--- config.mk ---
export PLATFORM = sky130hd
export DESIGN_NAME = pcie_wr_seg
export DESIGN_NICKNAME = d
export VERILOG_FILES = /design/src/rtl/pcie_wr_pkg.sv /design/src/rtl/pcie_wr_seg.sv
export SDC_FILE = /design/constraint.sdc
export NUM_CORES = 1
export LEC_CHECK = 0
export CORE_AREA = 5 5 301 303
export CTS_CLUSTER_SIZE = 14
export DETAILED_ROUTE_END_ITERATION = 7
export DIE_AREA = 0 0 306 308
export HOLD_SLACK_MARGIN = 0.15
export PLACE_DENSITY_LB_ADDON = 0.05
export SYNTH_ARGS = -nofsm -noshare
export SYNTH_HDL_FRONTEND = slang
export SYNTH_SLANG_ARGS = --single-unit
export TNS_END_PERCENT = 100
--- constraint.sdc ---
create_clock -name user_clk -period 3.8 [get_ports user_clk]
set_input_delay 0.57 -clock user_clk [delete_from_list [all_inputs] [get_ports user_clk]]
set_output_delay 0.57 -clock user_clk [all_outputs]
set_load 0.03 [all_outputs]
--- src/rtl/pcie_wr_pkg.sv ---
// Shared definitions for the PCIe write-segment feeder: header field
// positions, FSM state encoding and beat-size helpers.
package pcie_wr_pkg;

    // Segment header layout (144 bits, upper bits are zero)
    localparam int HDR_W    = 144;
    localparam int ADDR_LSB = 0;
    localparam int ADDR_MSB = 63;
    localparam int LEN_LSB  = 64;
    localparam int LEN_MSB  = 76;
    localparam int TAG_LSB  = 77;
    localparam int TAG_MSB  = 84;
    localparam int LAST_BIT = 85;

    // Default data beat width in bits
    localparam int DEF_DWIDTH = 256;

    typedef enum logic [2:0] {
        IDLE = 3'd0,
        CALC = 3'd1,
        WAIT = 3'd2,
        DATA = 3'd3,
        HEAD = 3'd4
    } state_e;

    // Bytes carried by one data beat
    function automatic int beat_bytes(input int dwidth);
        return dwidth / 8;
    endfunction

    // Ceiling log2, used for the beat-byte shift and boundary offset width
    function automatic int log2_ceil(input int v);
        int r;
        r = 0;
        while ((1 << r) < v) r++;
        return r;
    endfunction

endpackage

--- src/rtl/pcie_wr_seg.sv ---
// Splits byte-addressed write commands into BUFUNIT-bounded segments,
// streams each segment's beats into the FIFO data side, then commits one
// header per segment.
//
// Handshakes: a transfer happens on a rising edge where valid and ready are
// both high; ready never depends combinationally on the same port's valid.
// iPcie_ready is a segment-level credit, consulted only before a segment's
// data starts.
module pcie_wr_seg
    import pcie_wr_pkg::*;
#(
    parameter int BUFUNIT = 4096,
    parameter int DWIDTH  = DEF_DWIDTH,
    parameter int LEN_W   = 16
) (
    input  logic              user_clk,
    input  logic              user_rst_n,
    input  logic              iCmd_valid,
    output logic              oCmd_ready,
    input  logic [63:0]       iCmd_addr,
    input  logic [LEN_W-1:0]  iCmd_len,
    input  logic [7:0]        iCmd_tag,
    input  logic              iData_valid,
    output logic              oData_ready,
    input  logic [DWIDTH-1:0] iData,
    input  logic              iData_last,
    input  logic              iPcie_ready,
    output logic [HDR_W-1:0]  oPcie_headin,
    output logic              oPcie_Hwrreq,
    output logic [DWIDTH-1:0] oPcie_datain,
    output logic              oPcie_wrreq,
    output logic              oBusy,
    output logic              oErr,
    output logic [31:0]       oSeg_cnt,
    output logic [2:0]        oDbg_state
);

    localparam int BB      = beat_bytes(DWIDTH);
    localparam int LOG2_BB = log2_ceil(BB);
    localparam int BU_LOG2 = log2_ceil(BUFUNIT);
    localparam int CW      = LEN_W + 1;
    localparam int LEN_FW  = LEN_MSB - LEN_LSB + 1;

    localparam logic [CW-1:0] BU_C  = CW'(BUFUNIT);
    localparam logic [CW-1:0] BB_M1 = CW'(BB - 1);

    state_e          state_q, state_d;
    logic            cmd_ready_q, cmd_ready_d;
    logic [63:0]     addr_q, addr_d;
    logic [CW-1:0]   rem_q, rem_d;
    logic [CW-1:0]   seg_len_q, seg_len_d;
    logic [CW-1:0]   seg_beats_q, seg_beats_d;
    logic [CW-1:0]   beat_cnt_q, beat_cnt_d;
    logic [7:0]      tag_q, tag_d;
    logic            err_q, err_d;
    logic [31:0]     seg_cnt_q, seg_cnt_d;

    logic [CW-1:0]   room_c;
    logic [CW-1:0]   seg_len_c;
    logic            beat_fire;
    logic            last_beat;
    logic            final_seg;
    logic [HDR_W-1:0] hdr_c;

    // State and datapath registers; everything clears on reset
    always_ff @(posedge user_clk or negedge user_rst_n) begin
        if (!user_rst_n) begin
            state_q     <= IDLE;
            cmd_ready_q <= 1'b0;
            addr_q      <= '0;
            rem_q       <= '0;
            seg_len_q   <= '0;
            seg_beats_q <= '0;
            beat_cnt_q  <= '0;
            tag_q       <= '0;
            err_q       <= 1'b0;
            seg_cnt_q   <= '0;
        end else begin
            state_q     <= state_d;
            cmd_ready_q <= cmd_ready_d;
            addr_q      <= addr_d;
            rem_q       <= rem_d;
            seg_len_q   <= seg_len_d;
            seg_beats_q <= seg_beats_d;
            beat_cnt_q  <= beat_cnt_d;
            tag_q       <= tag_d;
            err_q       <= err_d;
            seg_cnt_q   <= seg_cnt_d;
        end
    end

    // Next-state logic: command intake, segment sizing, beat counting, commit
    always_comb begin
        state_d     = state_q;
        addr_d      = addr_q;
        rem_d       = rem_q;
        seg_len_d   = seg_len_q;
        seg_beats_d = seg_beats_q;
        beat_cnt_d  = beat_cnt_q;
        tag_d       = tag_q;
        err_d       = err_q;
        seg_cnt_d   = seg_cnt_q;

        room_c    = BU_C - CW'(addr_q[BU_LOG2-1:0]);
        seg_len_c = (rem_q < room_c) ? rem_q : room_c;
        beat_fire = (state_q == DATA) && iData_valid;
        last_beat = ((beat_cnt_q + CW'(1)) == seg_beats_q);
        final_seg = (rem_q == seg_len_q);

        case (state_q)
            IDLE: begin
                if (cmd_ready_q && iCmd_valid) begin
                    addr_d = iCmd_addr;
                    rem_d  = {1'b0, iCmd_len};
                    tag_d  = iCmd_tag;
                    if ((iCmd_addr[LOG2_BB-1:0] != '0) || (iCmd_len[1:0] != 2'b00)) begin
                        err_d = 1'b1;
                    end else if (iCmd_len != '0) begin
                        state_d = CALC;
                    end
                end
            end
            CALC: begin
                seg_len_d   = seg_len_c;
                seg_beats_d = (seg_len_c + BB_M1) >> LOG2_BB;
                beat_cnt_d  = '0;
                state_d     = WAIT;
            end
            WAIT: begin
                if (iPcie_ready) state_d = DATA;
            end
            DATA: begin
                if (beat_fire) begin
                    beat_cnt_d = beat_cnt_q + CW'(1);
                    // Last flag must sit on the final beat of the final segment only
                    if (iData_last != (last_beat && final_seg)) err_d = 1'b1;
                    if (last_beat) state_d = HEAD;
                end
            end
            HEAD: begin
                addr_d    = addr_q + 64'(seg_len_q);
                rem_d     = rem_q - seg_len_q;
                seg_cnt_d = seg_cnt_q + 32'd1;
                state_d   = final_seg ? IDLE : CALC;
            end
            default: state_d = IDLE;
        endcase

        // Registered so it stays low through reset and rises one cycle after
        cmd_ready_d = (state_d == IDLE);
    end

    // Header image, driven only during the commit cycle
    always_comb begin
        hdr_c = '0;
        if (state_q == HEAD) begin
            hdr_c[ADDR_MSB:ADDR_LSB] = addr_q;
            hdr_c[LEN_MSB:LEN_LSB]   = seg_len_q[LEN_FW-1:0];
            hdr_c[TAG_MSB:TAG_LSB]   = tag_q;
            hdr_c[LAST_BIT]          = final_seg;
        end
    end

    assign oCmd_ready   = cmd_ready_q;
    assign oData_ready  = (state_q == DATA);
    assign oPcie_wrreq  = beat_fire;
    assign oPcie_datain = beat_fire ? iData : '0;
    assign oPcie_Hwrreq = (state_q == HEAD);
    assign oPcie_headin = hdr_c;
    assign oBusy        = (state_q != IDLE);
    assign oErr         = err_q;
    assign oSeg_cnt     = seg_cnt_q;
    assign oDbg_state   = state_q;

endmodule

==> impl_metrics.csv <==
group,metric,value,unit
grt,use_met3,6.24,%
placement,placedCellCount,3615,
logic_synthesis,syn_area,14000,um^2
min_path,hold_end,"tag_q[6]",
grt,grt_usage,22.5,%
final_layout,fin_nets,2889,
placement,port_buffers,732,
grt,grt_busiest_layer,"met2",
detailed_routing,drtIter0Drc,1088,
grt,antenna_found_initial,68,
critical_path,worst-r2r-cell-count,17,
logic_synthesis,synth_most_common_cell,"and3_1",
critical_path,path_class,"register to register",
placement,globalplace.congestion,1.09,
sta,period_needed,3.87,ns
logic_synthesis,yosysUniqueCellTypes,85,
sta,fin_worst_skew,0.0263,ns
critical_path,required,4.17,ns
logic_synthesis,async_flop_share,100,%
grt,grt_overflow,0,
detailed_routing,routed_wl,112000,um
clock_network,htreeDepth,4,
power_and_ir_drop,power.density,599,nW/um^2
logic_synthesis,synthFlopType,"dfrtp_1",
sta,slew_violations,0,
detailed_routing,viasPerCell,4.58,
logic_synthesis,synth_top_cell_by_area,"dfrtp_1",
critical_path,cp.buffers_inverters,3,
detailed_routing,ant_nets,0,
floorplanning,ioPinCount,791,
floorplanning,row_count,109,
job,maxCapViolations,0,
final_layout,drive_gt1_share,11.0,%
min_path,holdPathStages,2,
final_layout,final_cells,3686,
critical_path,r2r_end,"seg_beats_q[4]",
sta,hold_violations,0,
critical_path,worstSetupEndpointType,"register",
clock_network,cts_sinks,172,
status,violations,"negative setup slack",
grt,grt_max_degree,100,
sta,post-route-period-util,102,%
status,status,"finished, violations left",
logic_synthesis,yosysTopAreaCellShare,30.7,%
logic_synthesis,ys_ff_latch,172,
floorplanning,initial_utilization,16.0,%
sta,slew_headroom,26.3,%
grt,grt_pass1_wl,149000,um
critical_path,worstReg2RegStart,"addr_q[0]",
clock_network,path_clk_slew,0.08,ns
logic_synthesis,synth-edff-count,0,
critical_path,startpoint_type,"register",
power_and_ir_drop,p_leak,10.3,nW
final_layout,area_growth,69.5,%
logic_synthesis,yosysWarnings,0,
sta,timing.fmax,258,MHz
clock_network,insertion_delay,0.50,ns
critical_path,crit_start,"addr_q[0]",
critical_path,critPathMaxFanout,7,
logic_synthesis,syn_area_per_cell,7.90,um^2
critical_path,path_cells,"inv_2 > ha_4 > or4b_4 > or4_4 > nor3_4 > xnor2_2 > clkinv_2 > ha_4 > a21o_1 > a21oi_2 > nand3_2 > o211ai_4 > buf_4 > nand3_2 > and2_1 > a31oi_1 > o211ai_1",
placement,place_hpwl,95300,um
floorplanning,dieWidth,306,um
power_and_ir_drop,irDropWorstVdd,320,uV
critical_path,max_stage_delay,0.46,ns
critical_path,reg2reg_slack,-0.07,ns
floorplanning,die_area,94200,um^2
detailed_routing,vias,16900,
grt,met1_usage,26.7,%
grt,grt_pass1_vias,17000,
sta,timing.setup.tns,-0.233,ns
min_path,hold_class,"register to register",
final_layout,fin_util,27.1,%
logic_synthesis,ys_seq_area_share,30.7,%
min_path,hp-start,"tag_q[6]",
clock_network,clock_path_buffers,2,
logic_synthesis,synthCells,1775,
sta,rsz0062_at_grt,"yes",
grt,grtUsageMet2,40.9,%
floorplanning,die_h,308,um
critical_path,critPathArrivalTime,4.24,ns
clock_network,cts_made_buffers,17,
detailed_routing,drc_errors,0,
clock_network,cts_root_buf,"clkbuf_16",
critical_path,cp_top_family,"simple AND/OR/NAND/NOR gates",
critical_path,critPathSlowestCell,"or4b_4",
floorplanning,fp.coreArea,87700,um^2
clock_network,cts_tree,"built",
logic_synthesis,synth_commonest_cells,"and3_1, dfrtp_1, nand2_1",
sta,setup_ws,-0.0723,ns
placement,pre_cts_ws,-0.0924,ns
detailed_routing,drt_first_pass_iters,5,
sta,max_slew.worst_pin.slew,1.10,ns
logic_synthesis,yosys-top-cells-area,"dfrtp_1, and3_1, ha_1, nand2_1, nor2_1",
sta,setup_viol,5,
detailed_routing,wl_per_cell,30.3,um
-- worst max path at each step --
| stage | to | slack, ns | cells past startpoint |
|---|---|---|---|
| floorplan | seg_beats_q[7] | -0.20 | 17 |
| global placement | seg_beats_q[7] | -0.12 | 16 |
| detailed placement | seg_beats_q[7] | -0.09 | 16 |
| CTS | seg_beats_q[7] | -0.09 | 16 |
| global route | seg_beats_q[7] | -0.23 | 16 |
| finish | seg_beats_q[4] | -0.07 | 17 |
-- cells in the final DEF, fill, tap and decap left out, types with 12 or more instances in the layout --
master and count:
a211oi_1 22, a21o_1 14, a21oi_1 51, a31oi_1 19, and2_1 66, and3_1 274, buf_12 17, buf_4 136
clkbuf_16 17, clkdlybuf4s50_1 659, conb_1 58, dfrtp_1 171, diode_2 19, ha_1 46, inv_1 52, nand2_1 155
nand3_1 65, nand4_1 23, nor2_1 146, nor2b_1 16, nor3_1 28, nor4_1 15, o211ai_1 24, o21ai_0 65
o21ai_1 12, or3_1 14, xnor2_1 50, xor2_1 35
-- tightest hold or removal path: stages (launching register included) --
cell and delay, ns:
dfrtp_1 0.34, nand2_1 0.05, nand2_1 0.05
-- sequential cells by signal, indices dropped and copies added (netlist names) --
register / count
addr_q: 64
oSeg_cnt: 32
beat_cnt_q: 17
rem_q: 17
seg_len_q: 17
seg_beats_q: 12
tag_q: 8
oDbg_state: 3
oCmd_ready: 1
oErr: 1
-- area by class of cell --
type / instances / area, um^2
Antenna cell: 19 / 47.5
Clock buffer: 17 / 425
Clock inverter: 15 / 211
Fill cell: 9485 / 63900
Inverter: 59 / 235
Multi-Input combinational cell: 1417 / 9020
Sequential cell: 172 / 4310
Tap cell: 1165 / 1460
Timing Repair Buffer: 822 / 8070
-- layer usage --
| layer | share of wire [%] | routed length (um) |
|---|---|---|
| met3 | 6.9 | 7730 |
| met2 | 51 | 57300 |
| met5 | 0.15 | 167 |
| met4 | 2.1 | 2330 |
| met1 | 40 | 44300 |
-- metrics by stage --
step                      hold slack, ns  power [mW]  area (um^2)
final                              0.475        14.2        23800
after global routing               0.498        15.0        23700
after CTS                          0.479        14.3        23500
after detailed placement           0.459        12.1        22700
after global placement             0.455        12.1        22700
after floorplan                    0.274        7.86        14300
-- kinds of logic after synthesis --
family          share of synthesized area [%]
flops                                    30.7
simple gates                             33.6
mux                                     0.856
xor+xnor                                 5.48
compound gates                           16.6
buf+inv                                  8.16
fa+ha+maj                                4.57
other cells                            0.0267
-- power breakdown --
| group | internal, mW | switching, mW | leakage, nW |
|---|---|---|---|
| clock | 0.966 | 1.02 | 0.305 |
| sequential | 2.19 | 0.530 | 2.13 |
| combinational | 3.68 | 5.86 | 7.85 |
| total | 6.83 | 7.41 | 10.3 |
-- what timing repair did --
item	in CTS	in global routing
hold buffers	1	0
hold endpoints to repair	47	0
setup endpoints to repair	12	35
resized for setup	15	34
setup buffers	11	10
pin swaps	9	16
Power figures use the tool's default switching activity.
==> RTL edit: new RTL, config.mk and constraints unchanged <==
Take the reset off `addr_q` and `tag_q` and load them in a clocked block of their own.
--- a/src/rtl/pcie_wr_seg.sv
+++ b/src/rtl/pcie_wr_seg.sv
@@ -67,26 +67,27 @@
         if (!user_rst_n) begin
             state_q     <= IDLE;
             cmd_ready_q <= 1'b0;
-            addr_q      <= '0;
             rem_q       <= '0;
             seg_len_q   <= '0;
             seg_beats_q <= '0;
             beat_cnt_q  <= '0;
-            tag_q       <= '0;
             err_q       <= 1'b0;
             seg_cnt_q   <= '0;
         end else begin
             state_q     <= state_d;
             cmd_ready_q <= cmd_ready_d;
-            addr_q      <= addr_d;
             rem_q       <= rem_d;
             seg_len_q   <= seg_len_d;
             seg_beats_q <= seg_beats_d;
             beat_cnt_q  <= beat_cnt_d;
-            tag_q       <= tag_d;
             err_q       <= err_d;
             seg_cnt_q   <= seg_cnt_d;
         end
+    end
+
+    always_ff @(posedge user_clk) begin
+        addr_q <= addr_d;
+        tag_q  <= tag_d;
     end
 
     // Next-state logic: command intake, segment sizing, beat counting, commit
Formal check against the unedited RTL: no difference found for any inputs over 4 cycles, from zero or initial values and one cycle with user_rst_n low; that may be too few to reach the edited logic, so the function may still have changed.
==> RTL edit against the original RTL <==
- cell area decreased by 2.3%
- total power decreased by 34%
- sequential cell count unchanged
- sequential power decreased by 15%
- clock skew decreased by 0.013 ns
- synthesized area decreased by 0.39%
- critical path depth decreased by 12
- worst setup slack improved by 0.25 ns
- largest power group unchanged
- wire length decreased by 12%
==> RTL edit: results (changes against the original RTL) <==
Setup path
The critical-path maximum fanout is 58 (was 7). The cell count of the worst reg-to-reg path is 13 (was 17). The worst reg2reg path startpoint was addr_q[0] (unchanged). The arrival time at the worst endpoint came to 3.05 ns (was 4.24 ns). The start point of the critical path is oDbg_state[1] (was addr_q[0]). The stage delay of the slowest cell on the critical path is 0.85 ns (was 0.46 ns).

Place
The placed wire-length estimate is 82,200 um (was 95,300 um). The placed instance count is 3,537 (was 3,615). The placer's final routability congestion estimate is 0.989 (was 1.09).

Timing
The final worst clock skew is 0.0136 ns (was 0.0263 ns). The pin slew with the least headroom to its limit is 0.912 ns (was 1.10 ns). The worst hold margin was 0.185 ns (was 0.475 ns).

Pwr
The power of the sequential group is 0.00231 W (was 0.00272 W). The clock group power is 0.00170 W (was 0.00198 W). The peak supply drop was 0.343 mV (was 0.320 mV).

Cells and area
The sequential standard cell area was 4670 um2 (was 4310 um2). The clock tree cell share of total cell area came to 0.0220 (was 0.0268). The multi-input gate share of the layout cell area was 0.363 (was 0.379). The antenna diode count is 17 (was 19). The number of non-clock inverters came to 63 (was 59).

The count of filler cells inserted in the layout was 9,548 (was 9,485). The share of post-route cells with drive strength above 1 is 0.0541 (was 0.110). The layout clock buffer count is 21 (was 17). The final cell utilization of the core is 0.265 (was 0.271). The non-clock buffer total of the final layout is 789 (was 822). The total number of sequential cells was 172 (unchanged).

Synthesis
The proportion of synthesized chip area in sequential cells is 0.334 (was 0.307). The count of different cell masters after synthesis is 78 (was 85). The number of instances in the synthesized netlist is 1,701 (was 1,775). The share of flip-flops with an asynchronous set or reset is 0.581 (was 1.00). Most instantiated cells after synthesis: sky130_fd_sc_hd__and3_1, sky130_fd_sc_hd__nand2_1, sky130_fd_sc_hd__o21ai_0 (was sky130_fd_sc_hd__and3_1, sky130_fd_sc_hd__dfrtp_1, sky130_fd_sc_hd__nand2_1). Cell types occupying the most area after synthesis: sky130_fd_sc_hd__dfrtp_1, sky130_fd_sc_hd__edfxtp_1, sky130_fd_sc_hd__and3_1, sky130_fd_sc_hd__xnor2_1, sky130_fd_sc_hd__nand2_1 (was sky130_fd_sc_hd__dfrtp_1, sky130_fd_sc_hd__and3_1, sky130_fd_sc_hd__ha_1, sky130_fd_sc_hd__nand2_1, sky130_fd_sc_hd__nor2_1).

Global route
The number of antenna violations at the first check in global routing came to 61 (was 68). The wire length of the first global-routing pass came to 132,000 um (was 149,000 um). The all-layer global routing usage is 0.196 (was 0.225).

Route
The detail-routed via count per cell was 4.34 (was 4.58). The via count was 15,554 (was 16,864).

CTS
The number of buffers added for setup after CTS is 0 (was 11).

Outcome
Status: finished clean (was complete, but fails checks).
## RTL edit: cell types whose count changed after synthesis, sizes merged, moves of 13 or more
cell and delta:
o21ai +59, o211ai -19, and2 -60, xnor2 +36, nand3 -23, nor2 -43, a21oi -13, and3 +68
xor2 +18, edfxtp +72, a211oi -13, dfrtp -72
## RTL edit: layer usage
metal | routed length (um) | vias up | GRT usage | share of wire
met2 | 47000 | 620 | 0.329 | 0.48
met3 | 7680 | 137 | 0.0689 | 0.078
li1 | - | 7325 | - | -
met1 | 41300 | 7466 | 0.244 | 0.42
met5 | 46 | - | 0 | 0.00047
met4 | 2110 | 6 | 0.0436 | 0.021
## RTL edit: cell families (layout without fill, tap and decap cells)
kind of cell               after synthesis  after routing  share of synthesized area
other                                    1             75                   0.000268
muxes                                   22             22                     0.0161
adders and majority gates               50             50                     0.0458
xor gates and xnor gates               141            141                     0.0884
and+or+nand+nor                        799            799                      0.317
AOI/OAI and AO/OA                      278            278                      0.119
DFF                                    172            172                      0.334
buffers and inverters                  238            884                     0.0803
